==> src/rtl/mem_arbiter_nch.sv <==
// mem_arbiter_nch: serialises 8/16/32-bit loads and stores from NUM_CH requesters
// onto a byte-wide RAM/IO bus. Round-robin arbitration (ch0 wins first after reset),
// IO write back-pressure, selective read abort on flush, one-hot response strobes.
//
// Build option: define MEM_ARB_STRICT_PRIO_EN for fixed priority (lowest channel
// index wins, no round-robin pointer). Default build is round-robin.
//
// Ports:
//   clk_in, rst_in (async, active-low), rdy_in (0 = freeze all state)
//   mem_din/mem_dout/mem_a/mem_wr   byte bus; read data valid the cycle after address
//   io_buffer_full                  stalls writes to addr[17:16]==2'b11
//   flush_in                        aborts reads of FLUSH_MASK channels, blocks grants
//   req_*                           per-channel request, held until resp_valid
//   resp_valid/resp_data            one-hot done strobe, load result
//   busy_out/grant_ch_out           transfer in progress / owning channel
module mem_arbiter_nch #(
  parameter int                NUM_CH     = 2,
  parameter int                CH_W       = (NUM_CH > 1) ? $clog2(NUM_CH) : 1,
  parameter logic [NUM_CH-1:0] FLUSH_MASK = '1
) (
  input  logic                  clk_in,
  input  logic                  rst_in,
  input  logic                  rdy_in,
  input  logic [7:0]            mem_din,
  output logic [7:0]            mem_dout,
  output logic [31:0]           mem_a,
  output logic                  mem_wr,
  input  logic                  io_buffer_full,
  input  logic                  flush_in,
  input  logic [NUM_CH-1:0]     req_valid,
  input  logic [NUM_CH-1:0]     req_wr,
  input  logic [2*NUM_CH-1:0]   req_size,
  input  logic [NUM_CH-1:0]     req_sext,
  input  logic [32*NUM_CH-1:0]  req_addr,
  input  logic [32*NUM_CH-1:0]  req_wdata,
  output logic [NUM_CH-1:0]     resp_valid,
  output logic [31:0]           resp_data,
  output logic                  busy_out,
  output logic [CH_W-1:0]       grant_ch_out
);

  typedef enum logic [1:0] {ST_IDLE, ST_RD, ST_WR} state_e;

  localparam int unsigned NCH = unsigned'(NUM_CH);

  state_e             state_q, state_d;
  logic [CH_W-1:0]    ch_q, ch_d;
  logic [31:0]        addr_q, addr_d;
  logic [31:0]        wdata_q, wdata_d;
  logic [1:0]         size_q, size_d;
  logic               sext_q, sext_d;
  logic [2:0]         cnt_q, cnt_d;
  logic [31:0]        data_q, data_d;
  logic [31:0]        mem_a_q, mem_a_d;
  logic [7:0]         mem_dout_q, mem_dout_d;
  logic               mem_wr_q, mem_wr_d;
  logic [NUM_CH-1:0]  resp_valid_q, resp_valid_d;
  logic [31:0]        resp_data_q, resp_data_d;
  logic               busy_q, busy_d;
`ifndef MEM_ARB_STRICT_PRIO_EN
  logic [CH_W-1:0]    rr_q, rr_d;
`endif

  logic [31:0]        addr_a  [NUM_CH];
  logic [31:0]        wdata_a [NUM_CH];
  logic [1:0]         size_a  [NUM_CH];
  logic [NUM_CH-1:0]  eligible;
  logic               gnt_found;
  logic [CH_W-1:0]    gnt_idx;
  logic [2:0]         last_idx;
  logic               io_stall;

  for (genvar g = 0; g < NUM_CH; g++) begin : g_unpack
    assign addr_a[g]  = req_addr[32*g +: 32];
    assign wdata_a[g] = req_wdata[32*g +: 32];
    assign size_a[g]  = req_size[2*g +: 2];
  end

  function automatic logic [31:0] extend(input logic [31:0] d, input logic [1:0] sz,
                                         input logic sx);
    case (sz)
      2'b00:   extend = {{24{sx & d[7]}}, d[7:0]};
      2'b01:   extend = {{16{sx & d[15]}}, d[15:0]};
      default: extend = d;
    endcase
  endfunction

  assign last_idx = (size_q == 2'b00) ? 3'd0 : (size_q == 2'b01) ? 3'd1 : 3'd3;
  assign io_stall = (mem_a_q[17:16] == 2'b11) && io_buffer_full;

  assign mem_wr       = mem_wr_q & rdy_in & ~io_stall;
  assign mem_dout     = mem_dout_q;
  assign resp_valid   = resp_valid_q;
  assign resp_data    = resp_data_q;
  assign busy_out     = busy_q;
  assign grant_ch_out = ch_q;

  // While frozen, point the bus back at the byte awaiting capture so that the
  // data presented on the first ready cycle belongs to it.
  assign mem_a = (!rdy_in && state_q == ST_RD && cnt_q != 3'd0)
                 ? addr_q + {29'd0, cnt_q} - 32'd1 : mem_a_q;

  // Arbitration; the channel being answered this cycle cannot win again.
  always_comb begin
    int unsigned c;
    c         = 0;
    gnt_found = 1'b0;
    gnt_idx   = '0;
    eligible  = req_valid & ~resp_valid_q;
`ifdef MEM_ARB_STRICT_PRIO_EN
    for (int unsigned k = 0; k < NCH; k++) begin
      c = k;
      if (!gnt_found && eligible[CH_W'(c)]) begin
        gnt_found = 1'b1;
        gnt_idx   = CH_W'(c);
      end
    end
`else
    for (int unsigned k = 1; k <= NCH; k++) begin
      c = (32'(rr_q) + k) % NCH;
      if (!gnt_found && eligible[CH_W'(c)]) begin
        gnt_found = 1'b1;
        gnt_idx   = CH_W'(c);
      end
    end
`endif
  end

  always_comb begin
    state_d      = state_q;
    ch_d         = ch_q;
    addr_d       = addr_q;
    wdata_d      = wdata_q;
    size_d       = size_q;
    sext_d       = sext_q;
    cnt_d        = cnt_q;
    data_d       = data_q;
    mem_a_d      = mem_a_q;
    mem_dout_d   = mem_dout_q;
    mem_wr_d     = mem_wr_q;
    resp_valid_d = '0;
    resp_data_d  = resp_data_q;
    busy_d       = busy_q;
`ifndef MEM_ARB_STRICT_PRIO_EN
    rr_d         = rr_q;
`endif
    case (state_q)
      ST_IDLE: begin
        mem_wr_d = 1'b0;
        if (!flush_in && gnt_found) begin
          ch_d    = gnt_idx;
          addr_d  = addr_a[gnt_idx];
          wdata_d = wdata_a[gnt_idx];
          size_d  = size_a[gnt_idx];
          sext_d  = req_sext[gnt_idx];
          cnt_d   = 3'd0;
          data_d  = '0;
          busy_d  = 1'b1;
          mem_a_d = addr_a[gnt_idx];
`ifndef MEM_ARB_STRICT_PRIO_EN
          rr_d    = gnt_idx;
`endif
          if (req_wr[gnt_idx]) begin
            state_d    = ST_WR;
            mem_dout_d = wdata_a[gnt_idx][7:0];
            mem_wr_d   = 1'b1;
          end else begin
            state_d = ST_RD;
          end
        end
      end
      // cnt_q counts cycles since grant: byte cnt_q-1 is on mem_din, byte cnt_q
      // (if any) is addressed.
      ST_RD: begin
        if (flush_in && FLUSH_MASK[ch_q]) begin
          state_d = ST_IDLE;
          busy_d  = 1'b0;
        end else begin
          if (cnt_q != 3'd0) data_d[{cnt_q[1:0] - 2'd1, 3'b000} +: 8] = mem_din;
          if (cnt_q == last_idx + 3'd1) begin
            state_d              = ST_IDLE;
            busy_d               = 1'b0;
            resp_valid_d[ch_q]   = 1'b1;
            resp_data_d          = extend(data_d, size_q, sext_q);
          end else begin
            cnt_d = cnt_q + 3'd1;
            if (cnt_q < last_idx) mem_a_d = addr_q + {29'd0, cnt_q} + 32'd1;
          end
        end
      end
      ST_WR: begin
        if (!io_stall) begin
          if (cnt_q == last_idx) begin
            state_d            = ST_IDLE;
            busy_d             = 1'b0;
            mem_wr_d           = 1'b0;
            resp_valid_d[ch_q] = 1'b1;
          end else begin
            cnt_d      = cnt_q + 3'd1;
            mem_a_d    = addr_q + {29'd0, cnt_q} + 32'd1;
            mem_dout_d = wdata_q[{cnt_q[1:0] + 2'd1, 3'b000} +: 8];
          end
        end
      end
      default: state_d = ST_IDLE;
    endcase
  end

  always_ff @(posedge clk_in or negedge rst_in) begin
    if (!rst_in) begin
      state_q      <= ST_IDLE;
      ch_q         <= '0;
      addr_q       <= '0;
      wdata_q      <= '0;
      size_q       <= '0;
      sext_q       <= 1'b0;
      cnt_q        <= '0;
      data_q       <= '0;
      mem_a_q      <= '0;
      mem_dout_q   <= '0;
      mem_wr_q     <= 1'b0;
      resp_valid_q <= '0;
      resp_data_q  <= '0;
      busy_q       <= 1'b0;
`ifndef MEM_ARB_STRICT_PRIO_EN
      rr_q         <= CH_W'(NUM_CH - 1);
`endif
    end else if (rdy_in) begin
      state_q      <= state_d;
      ch_q         <= ch_d;
      addr_q       <= addr_d;
      wdata_q      <= wdata_d;
      size_q       <= size_d;
      sext_q       <= sext_d;
      cnt_q        <= cnt_d;
      data_q       <= data_d;
      mem_a_q      <= mem_a_d;
      mem_dout_q   <= mem_dout_d;
      mem_wr_q     <= mem_wr_d;
      resp_valid_q <= resp_valid_d;
      resp_data_q  <= resp_data_d;
      busy_q       <= busy_d;
`ifndef MEM_ARB_STRICT_PRIO_EN
      rr_q         <= rr_d;
`endif
    end
  end

endmodule

==> config.mk <==
export PLATFORM = sky130hd
export DESIGN_NAME = mem_arbiter_nch
export DESIGN_NICKNAME = d
export VERILOG_FILES = /design/src/rtl/mem_arbiter_nch.sv
export SDC_FILE = /design/constraint.sdc
export NUM_CORES = 1
export LEC_CHECK = 0
export ABC_AREA = 1
export CAP_MARGIN = 5
export CORE_MARGIN = 8
export CORE_UTILIZATION = 30
export CTS_BUF_LIST = sky130_fd_sc_hd__clkbuf_4 sky130_fd_sc_hd__clkbuf_8
export CTS_CLUSTER_SIZE = 25
export DETAILED_ROUTE_END_ITERATION = 10
export HOLD_SLACK_MARGIN = 0.06
export PLACE_DENSITY = 0.51
export SETUP_SLACK_MARGIN = 0.4
export SLEW_MARGIN = 40
export SYNTH_ARGS = -nofsm -noshare
export SYNTH_HDL_FRONTEND = slang
export SYNTH_SLANG_ARGS = --single-unit
export TNS_END_PERCENT = 1
==> constraint.sdc <==
create_clock -name clk_in -period 3.1 [get_ports clk_in]
set_input_delay 0.465 -clock clk_in [delete_from_list [all_inputs] [get_ports clk_in]]
set_output_delay 0.465 -clock clk_in [all_outputs]
set_load 0.02 [all_outputs]
==> results of run 1 <==
## where the power goes
part | leakage (nW) | switching [mW] | internal [mW]
Combinational | 5.65 | 6.46 | 4.35
Clock | 0.199 | 1.04 | 0.692
Sequential | 2.29 | 0.675 | 3.36
Total | 8.13 | 8.17 | 8.40
## sequential cells by signal, summed over array words and instances (netlist names)
| register | cells |
|---|---|
| wdata_q | 32 |
| mem_a_q | 32 |
| grant_ch_out | 1 |
| resp_data | 32 |
| state_q | 2 |
| mem_wr_q | 1 |
| resp_valid | 2 |
| rr_q | 1 |
| mem_dout | 8 |
| addr_q | 32 |
| cnt_q | 3 |
| busy_out | 1 |
| sext_q | 1 |
| data_q | 32 |
| size_q | 2 |
## path summary, 6_finish.rpt
path / to / startpoint / slack (ns)
min in group asynchronous: resp_data[13] / rst_in / 0.57
worst min register to register: rr_q / rr_q / 0.47
worst max register to register: mem_a_q[28] / cnt_q[0] / 0.16
max in group asynchronous: rr_q / rst_in / 1.60
worst max-delay path: mem_a[19] / addr_q[0] / -0.54
worst min-delay path: rr_q / rr_q / 0.47
## cells in the final DEF, fill, tap and decap left out, types with 4 or more instances in the layout
cell and count:
a21oi_1 59, a31oi_1 5, buf_12 8, buf_2 4
buf_4 218, buf_6 14, clkbuf_8 18, clkdlybuf4s15_1 4
clkdlybuf4s50_1 196, dfrtp_1 179, ha_1 14, inv_1 140
inv_2 8, inv_4 5, mux2i_1 44, nand2_1 510
nand2_2 48, nand2_4 15, nand3_1 85, nand3_2 4
nand4_1 22, nor2_1 174, nor2_2 31, nor2_4 19
nor3_1 16, nor3_2 5, nor3_4 4, o211ai_1 13
o21a_1 9, o21ai_0 147, o21ai_1 12, o22ai_1 26
o31ai_1 19, o41ai_1 22, or2_2 30, xor2_1 17
## final cells by class
cell class | count | share of cell area
inverter | 157 | 0.03418
multi-input combinational | 1382 | 0.4197
tap | 532 | 0.03773
sequential | 182 | 0.2583
clock buffer | 19 | 0.01447
timing repair buffer | 447 | 0.2276
clock inverter | 13 | 0.007942
## worst reg2reg max path, stage by stage (launching register included)
cell and delay (ns):
dfrtp_2 0.39, buf_4 0.30, clkinv_1 0.15, buf_4 0.26
ha_1 0.32, inv_1 0.04, o21ai_0 0.07, a21oi_1 0.05
nand2_1 0.09, nand2_1 0.06, nand2_1 0.07, nand3_1 0.07
nor2_1 0.24, inv_2 0.10, buf_12 0.16, a21oi_1 0.28
nand2_1 0.14, nand2_1 0.08
## cells by family after synthesis
family | Yosys count | share of synthesized area
adders and majority gates | 18 | 0.01871
muxes | 44 | 0.03541
xor gates and xnor gates | 20 | 0.01408
buffers and inverters | 234 | 0.07243
AOI/OAI and AO/OA | 331 | 0.1541
and+or+nand+nor | 969 | 0.3390
DFF | 182 | 0.3663
## metal layers
metal,vias up,GRT usage
li1,6672,-
met1,6336,0.2745
met2,365,0.3525
met3,50,0.05114
met4,0,0.06054
met5,-,0
## repair_timing
action / CTS / global route
endpoints found under the setup margin: 95 / 120
hold endpoints to repair: 89 / 0
hold buffers: 1 / 0
pin swaps: 25 / 19
gates resized for setup: 219 / 41
setup buffers: 8 / 0
cloned: 0 / 0
==> run summary, run 1 <==
Status = finished, violations left
Failing checks = setup timing
# clock sinks = 182
Ys Warns = 0
Area fraction of the dominant cell type after synthesis = 0.3641
First-pass GRT wire length = 79470 um
Avg Vias per Cell = 4.913
Routed Antenna Nets = 0
Synth area leader = dfrtp_1
Synth cell types = 45
Cell Pwr Density = 939.3 nW/um^2
Worst slew pin tran = 0.7602 ns
Post-Syn Nets = 1967
Share of cells above drive strength 1 = 0.2150
Die area = 48230 sq um
Max Cap Viol = 0
Pins Over Slew Limit = 0
Final worst clock skew = 0.01825 ns
Fillers = 4377
Cts bufs inserted = 17
Num ports = 228
DR iter-0 viols = 927
Seq cells post-synth = 182
Post-Route Setup TNS = -12.42 ns
Leak = 8.131 nW
Total chip power = 16.57 mW
Crit path DAT = 3.17 ns
Total Routing Usage GR = 0.2132
Placed instance area = 16820 sq um
Layout Utilization = 0.4311
Sequential area share after synthesis = 0.3663
Cell Chain, Critical Path = ha_4 > fa_2 > inv_1 > nand2_1 > nand2_1 > nand2_1 > nor2_2 > nand2_2 > nor2_4 > nand2_2 > nor2_4 > nand2_4 > nor2_4 > nand2_1 > xor2_1 > o21ai_2 > buf_4
Area growth from synthesis to layout = 41.86%
CTS tree = yes
Nets = 2356
Setup Viol. Count Final = 31
DR pass1 iterations = 5
M1 WL = 23150 um
WL per Instance = 18.81 um
DP Worst Slack = -0.5139 ns
Input/output buffers = 227
Clk Latency, worst-skew pair = 0.52 ns
Crit-path slowest cell = fa_2
Wire length on met2 = 23910 um
Commonest cells post-synth = 539 x nand2_1, 200 x nor2_1, 181 x dfrtp_1
H-tree Lvls = 4
Count leader, synth = nand2_1
Peak VDD IR = 0.3393 mV
Unrepaired setup endpoints after global routing = yes
Largest net degree at the start of global routing = 93
Die Y-Extent = 219.6 um
Clock buffer depth = 2
Relative slew slack = 0.4932
Fin crit period = 3.636 ns
Crit path largest cell delay = 0.43 ns
Main synth FF type = dfrtp_1
Worst setup margin = -0.5358 ns
Crit path max fanout = 4
Design area = 17640 sq um
F_max = 0.2750 GHz
DRC = 0
Antenna diode count = 0
Most frequent CP cell = nand2_1
Fin cells = 2732
DR top layer = met4
Critical path class = reg2out
Die X = 219.6 um
Crit end category = output port
Vias = 13423
Placed Cells incl. Taps = 2691
DP HPWL = 41090 um
Initial antenna violation count = 0
Hold Fails Final Rpt = 0
Crit path max-delay family = simple AND/OR/NAND/NOR gates
Critical Path Stages = 17
CP startpoint kind = flip-flop
Hold path depth = 2
Number of flops mapped to enable cells by yosys = 0
Initial Util = 0.3039
Root Driver = clkbuf_8
Synth Area per Inst = 6.918 sq um
Clock-pin slew on the worst setup and hold paths = 0.12 ns
Worst endpoint required time = 2.63 ns
Total gr overflow = 0
Final period util = 1.173
WHS = 0.4712 ns
Synth top area cells = dfrtp_1 36%, nand2_1 16%, o21ai_0 6.2%
Rows = 74
Area of the multi-input gates = 7406 sq um
Fraction of registers with async set or reset after synthesis = 1.000
Routed WL = 51400 um
Routability cong. = 0.9284
Crit path buf inv count = 2
Reg2Reg Depth = 17
Core area = 40920 sq um
HP Class = reg2reg
Register area = 4558 sq um
Post-Syn Area = 12440 sq um
Met3 wire len = 3047 um
Number of global-route vias before repair = 13545
Synthesized instance count = 1798
Power figures use the tool's default switching activity.
==> run 2: changes to the inputs <==
Settings changed: SLEW_MARGIN 40 to default.
==> run summary, run 2 (synthesized netlist as in run 1, its figures left out) <==
Hold Fails Final Rpt = 0 (unchanged)
Crit end category = output port
Rows = 74 (unchanged)
Pins Over Slew Limit = 0 (unchanged)
Num ports = 228 (unchanged)
Input/output buffers = 227 (unchanged)
Routed Antenna Nets = 0 (unchanged)
Leak = 8.131 nW (about the same)
Clk Latency, worst-skew pair = 0.52 ns (about the same)
Cell Pwr Density = 939.2 nW/um^2 (about the same)
Design area = 17640 sq um (about the same)
Total Routing Usage GR = 0.2132 (unchanged)
Crit path max fanout = 4 (unchanged)
Avg Vias per Cell = 4.908 (about the same)
WHS = 0.4711 ns (-0.0001850 ns)
WL per Instance = 18.81 um (about the same)
Routed WL = 51390 um (about the same)
DRC = 0 (unchanged)
Die area = 48230 sq um (unchanged)
Peak VDD IR = 0.3397 mV (+0.14%)
Die X = 219.6 um (unchanged)
Vias = 13410 (-0.097%)
# clock sinks = 182 (unchanged)
Share of cells above drive strength 1 = 0.2150 (unchanged)
Unrepaired setup endpoints after global routing = yes
Root Driver = clkbuf_8
Crit path DAT = 3.17 ns (about the same)
Fin crit period = 3.635 ns (-0.0003230 ns)
Number of global-route vias before repair = 13545 (unchanged)
Die Y-Extent = 219.6 um (unchanged)
Cts bufs inserted = 17 (unchanged)
Failing checks = setup timing
Total gr overflow = 0 (unchanged)
Final period util = 1.173 (about the same)
Core area = 40920 sq um (unchanged)
Area growth from synthesis to layout = 41.85% (about the same)
CP startpoint kind = flip-flop
Layout Utilization = 0.4311 (about the same)
Total chip power = 16.57 mW (about the same)
Placed Cells incl. Taps = 2691 (unchanged)
DR pass1 iterations = 5 (unchanged)
F_max = 0.2751 GHz (about the same)
Fin cells = 2732 (unchanged)
Worst endpoint required time = 2.63 ns (about the same)
Worst setup margin = -0.5355 ns (+0.0003230 ns)
CTS tree = yes
DP HPWL = 41090 um (unchanged)
Most common cell after layout, fill and taps aside = nand2_1
Status = finished, violations left
HP Class = reg2reg
DR iter-0 viols = 927 (unchanged)
Setup Viol. Count Final = 31 (unchanged)
First-pass GRT wire length = 79470 um (unchanged)
Max Cap Viol = 0 (unchanged)
Nets = 2356 (unchanged)
Clock buffer depth = 2 (unchanged)
Relative slew slack = 0.4578 (-0.03547)
Placed instance area = 16820 sq um (unchanged)
Final worst clock skew = 0.01705 ns (-0.001203 ns)
Commonest non-fill, non-tap cells in the layout = 510 x nand2_1, 218 x buf_4, 196 x clkdlybuf4s50_1, 179 x dfrtp_1, 174 x nor2_1
Routability cong. = 0.9284 (unchanged)
Antenna diode count = 0 (unchanged)
Worst slew pin tran = 0.8134 ns (+0.05321 ns)
H-tree Lvls = 4 (unchanged)
Clock-pin slew on the worst setup and hold paths = 0.12 ns (about the same)
Initial Util = 0.3039 (unchanged)
Initial antenna violation count = 0 (unchanged)
Largest net degree at the start of global routing = 93 (unchanged)
Critical path class = reg2out
-- run 2: cell count changes in the layout (fill, tap and decap cells not counted) --
| cell | change |
|---|---|
| clkbuf_8 | +1 |
| buf_8 | -1 |
-- run 2: per-stage QoR --
| stage | setup slack, ns | setup TNS [ns] |
|---|---|---|
| floorplan | 0.1098 | 0 |
| global placement | -0.5060 | -10.43 |
| detailed placement | -0.5139 | -10.85 |
| CTS | -0.5715 | -13.90 |
| global route | -0.8016 | -19.94 |
| finish | -0.5355 | -12.42 |
-- run 2: path summary, 6_finish.rpt --
path	startpoint	end	slack [ns]	cells past startpoint
min reg2reg	rr_q	rr_q	0.47	2
max in group asynchronous	rst_in	rr_q	1.55	3
max	addr_q[0]	mem_a[19]	-0.54	17
min	rr_q	rr_q	0.47	2
min in group asynchronous	rst_in	resp_data[13]	0.60	2
max reg2reg	cnt_q[0]	mem_a_q[28]	0.17	17
-- run 2: worst max-delay path, cell delays in order, from the launching register on --
cell     delay [ns]
dfrtp_1        0.42
ha_4           0.18
fa_2           0.43
inv_1          0.07
nand2_1        0.04
nand2_1        0.07
nand2_1        0.08
nor2_2         0.11
nand2_2        0.09
nor2_4         0.10
nand2_2        0.08
nor2_4         0.13
nand2_4        0.10
nor2_4         0.22
nand2_1        0.10
xor2_1         0.16
o21ai_2        0.12
buf_4          0.15
-- run 2: what timing repair did --
action / in CTS / in global routing
buffers inserted: 8 / 0
pin swaps: 25 / 19
setup endpoints to repair: 95 / 120
resized for setup: 219 / 41
hold buffers: 1 / 0
hold endpoints to repair: 89 / 0
-- run 2: cell type report --
class	count	area (sq um)
inverters	157	603.1
multi-input cells	1382	7406
clock inverters	13	140.1
well taps	532	665.6
clock buffers	19	255.2
flip-flops and latches	182	4558
repair buffers	447	4015
fillers	4378	23280
-- run 2: layer usage --
layer	vias up	GRT usage	wire length, um
li1	6672	-	-
met3	48	0.05114	3038
met5	-	0	0
met4	0	0.06054	1264
met1	6329	0.2745	23170
met2	361	0.3525	23920
-- run 2: report_power, final --
group / internal (mW) / switching [mW]
logic: 4.35 / 6.46
registers: 3.36 / 0.675
clock network: 0.692 / 1.04
total: 8.40 / 8.17
==> run 3: changes to the inputs <==
Settings changed: SETUP_SLACK_MARGIN 0.4 to 0.5.
==> run summary, run 3 (synthesized netlist as in run 1, its figures left out) <==
Total Routing Usage GR = 0.2132 (unchanged)
Cell Chain, Critical Path = ha_4 > fa_2 > inv_1 > nand2_1 > nand2_1 > nand2_1 > nor2_2 > nand2_2 > nor2_4 > nand2_2 > nor2_4 > nand2_4 > nor2_4 > nand2_1 > xor2_1 > o21ai_2 > buf_4
Unrepaired setup endpoints after global routing = yes
Pins Over Slew Limit = 0 (unchanged)
Switch share = 0.4930 (about the same)
Share of cells above drive strength 1 = 0.2150 (unchanged)
Number of global-route vias before repair = 13545 (unchanged)
Relative slew slack = 0.4578 (about the same)
Largest net degree at the start of global routing = 93 (unchanged)
Failing checks = setup timing
Die X = 219.6 um (unchanged)
Combinational cell fraction of total power = 0.652 (about the same)
Cell Pwr Density = 939.1 nW/um^2 (about the same)
Initial antenna violation count = 0 (unchanged)
Final period util = 1.173 (about the same)
Initial Util = 0.3039 (unchanged)
Crit-path slowest cell = fa_2
Clock Power Share = 0.104 (about the same)
Final worst clock skew = 0.01825 ns (+0.001203 ns)
Leak = 8.145 nW (+0.18%)
Max Cap Viol = 0 (unchanged)
Antenna diode count = 0 (unchanged)
Most common cell after layout, fill and taps aside = nand2_1
CP startpoint kind = flip-flop
Die Y-Extent = 219.6 um (unchanged)
# clock sinks = 182 (unchanged)
Psw = 8.169 mW (about the same)
Crit path max-delay family = simple AND/OR/NAND/NOR gates
Crit path buf inv count = 2 (unchanged)
Root Driver = clkbuf_8
F_max = 0.2751 GHz (about the same)
Avg Vias per Cell = 4.908 (about the same)
Flop pwr share = 0.243 (about the same)
DP HPWL = 41090 um (unchanged)
Cts bufs inserted = 17 (unchanged)
Crit path largest cell delay = 0.43 ns (about the same)
DR iter-0 viols = 927 (unchanged)
Clock buffer depth = 2 (unchanged)
Fin crit period = 3.635 ns (-0.0004860 ns)
Worst slew pin tran = 0.8133 ns (-0.00003576 ns)
Worst endpoint required time = 2.63 ns (about the same)
Layout Utilization = 0.4312 (about the same)
Fillers = 4377 (-0.023%)
Nets = 2356 (unchanged)
H-tree Lvls = 4 (unchanged)
Clk Latency, worst-skew pair = 0.52 ns (about the same)
Core area = 40920 sq um (unchanged)
Placed Cells incl. Taps = 2691 (unchanged)
Rows = 74 (unchanged)
First-pass GRT wire length = 79470 um (unchanged)
Crit path DAT = 3.17 ns (about the same)
Input/output buffers = 227 (unchanged)
Fin cells = 2732 (unchanged)
Routability cong. = 0.9284 (unchanged)
Crit path max fanout = 4 (unchanged)
Area growth from synthesis to layout = 41.87% (about the same)
Pint = 8.402 mW (about the same)
Most frequent CP cell = nand2_1
Worst setup margin = -0.5350 ns (+0.0004860 ns)
Total gr overflow = 0 (unchanged)
WL per Instance = 18.81 um (about the same)
WHS = 0.4712 ns (+0.0001840 ns)
Vias = 13408 (-0.015%)
Clock-pin slew on the worst setup and hold paths = 0.12 ns (about the same)
Die area = 48230 sq um (unchanged)
DR pass1 iterations = 5 (unchanged)
DRC = 0 (unchanged)
HP Class = reg2reg
Num ports = 228 (unchanged)
Commonest non-fill, non-tap cells in the layout = 510 x nand2_1, 218 x buf_4, 195 x clkdlybuf4s50_1, 179 x dfrtp_1, 174 x nor2_1
Crit end category = output port
Peak VDD IR = 0.3397 mV (about the same)
Status = finished, violations left
Hold Fails Final Rpt = 0 (unchanged)
Critical path class = reg2out
Setup Viol. Count Final = 31 (unchanged)
Routed WL = 51400 um (about the same)
CTS tree = yes
Routed Antenna Nets = 0 (unchanged)
-- run 3: cell types whose count changed in the layout (fill, tap and decap cells not counted), sizes merged --
cell and change:
clkdlybuf4s50 -1, dlymetal6s2s +1
-- run 3: worst register-to-register path, cell delays in order (launching register included) --
cell	delay, ns
dfrtp_2	0.39
buf_4	0.30
clkinv_1	0.15
buf_4	0.26
ha_1	0.32
inv_1	0.04
o21ai_0	0.07
a21oi_1	0.05
nand2_1	0.09
nand2_1	0.06
nand2_1	0.07
nand3_1	0.07
nor2_1	0.24
inv_2	0.10
buf_12	0.16
a21oi_1	0.28
nand2_1	0.14
nand2_1	0.08
-- run 3: worst paths after layout --
| kind | startpoint | end | slack (ns) | cells past startpoint |
|---|---|---|---|---|
| setup / recovery | addr_q[0] | mem_a[19] | -0.53 | 17 |
| hold reg to reg | rr_q | rr_q | 0.47 | 2 |
| min in group asynchronous | rst_in | resp_data[13] | 0.60 | 2 |
| hold / removal | rr_q | rr_q | 0.47 | 2 |
| max in group asynchronous | rst_in | rr_q | 1.55 | 3 |
| setup reg to reg | cnt_q[0] | mem_a_q[28] | 0.17 | 17 |
-- run 3: per-stage QoR --
step | area (sq um) | power (mW) | setup TNS, ns | worst slack [ns]
floorplan | 12470 | 9.486 | 0 | 0.1098
global placement | 16820 | 14.50 | -10.43 | -0.5060
detailed placement | 16820 | 14.52 | -10.85 | -0.5139
CTS | 17530 | 16.57 | -13.90 | -0.5715
global route | 17650 | 17.87 | -19.94 | -0.8016
finish | 17650 | 16.57 | -12.41 | -0.5350
-- run 3: final cells by class --
type                    count  area (sq um)  share of cell area
flip-flops and latches    182          4558              0.2583
inverters                 157         603.1             0.03418
clock buffers              19         255.2             0.01446
well taps                 532         665.6             0.03772
repair buffers            447          4018              0.2277
clock inverters            13         140.1            0.007942
multi-input cells        1382          7406              0.4197
-- run 3: power groups by stage --
stage	Combinational, mW	Sequential (mW)	Clock (mW)
6_report	10.8	4.03	1.73
5_1_grt	11.8	4.17	1.86
3_5_place_dp	10.5	4.06	0
3_3_place_gp	10.4	4.06	0
4_1_cts	10.7	4.05	1.78
2_1_floorplan	5.25	4.23	0
-- run 3: per-layer routing --
metal / routed length (um) / vias to the layer above / share of wire / global-route usage
met3: 3036 / 48 / 0.059 / 0.05114
met1: 23180 / 6327 / 0.45 / 0.2745
met2: 23920 / 361 / 0.47 / 0.3525
met4: 1264 / 0 / 0.025 / 0.06054
met5: 0 / - / 0 / 0
li1: - / 6672 / - / -
-- run 3: timing repair --
action / in CTS / in global routing
hold endpoints to repair: 89 / 0
setup endpoints to repair: 108 / 127
hold buffers: 1 / 0
setup buffers: 8 / 0
pin swaps: 25 / 19
resized for setup: 219 / 42
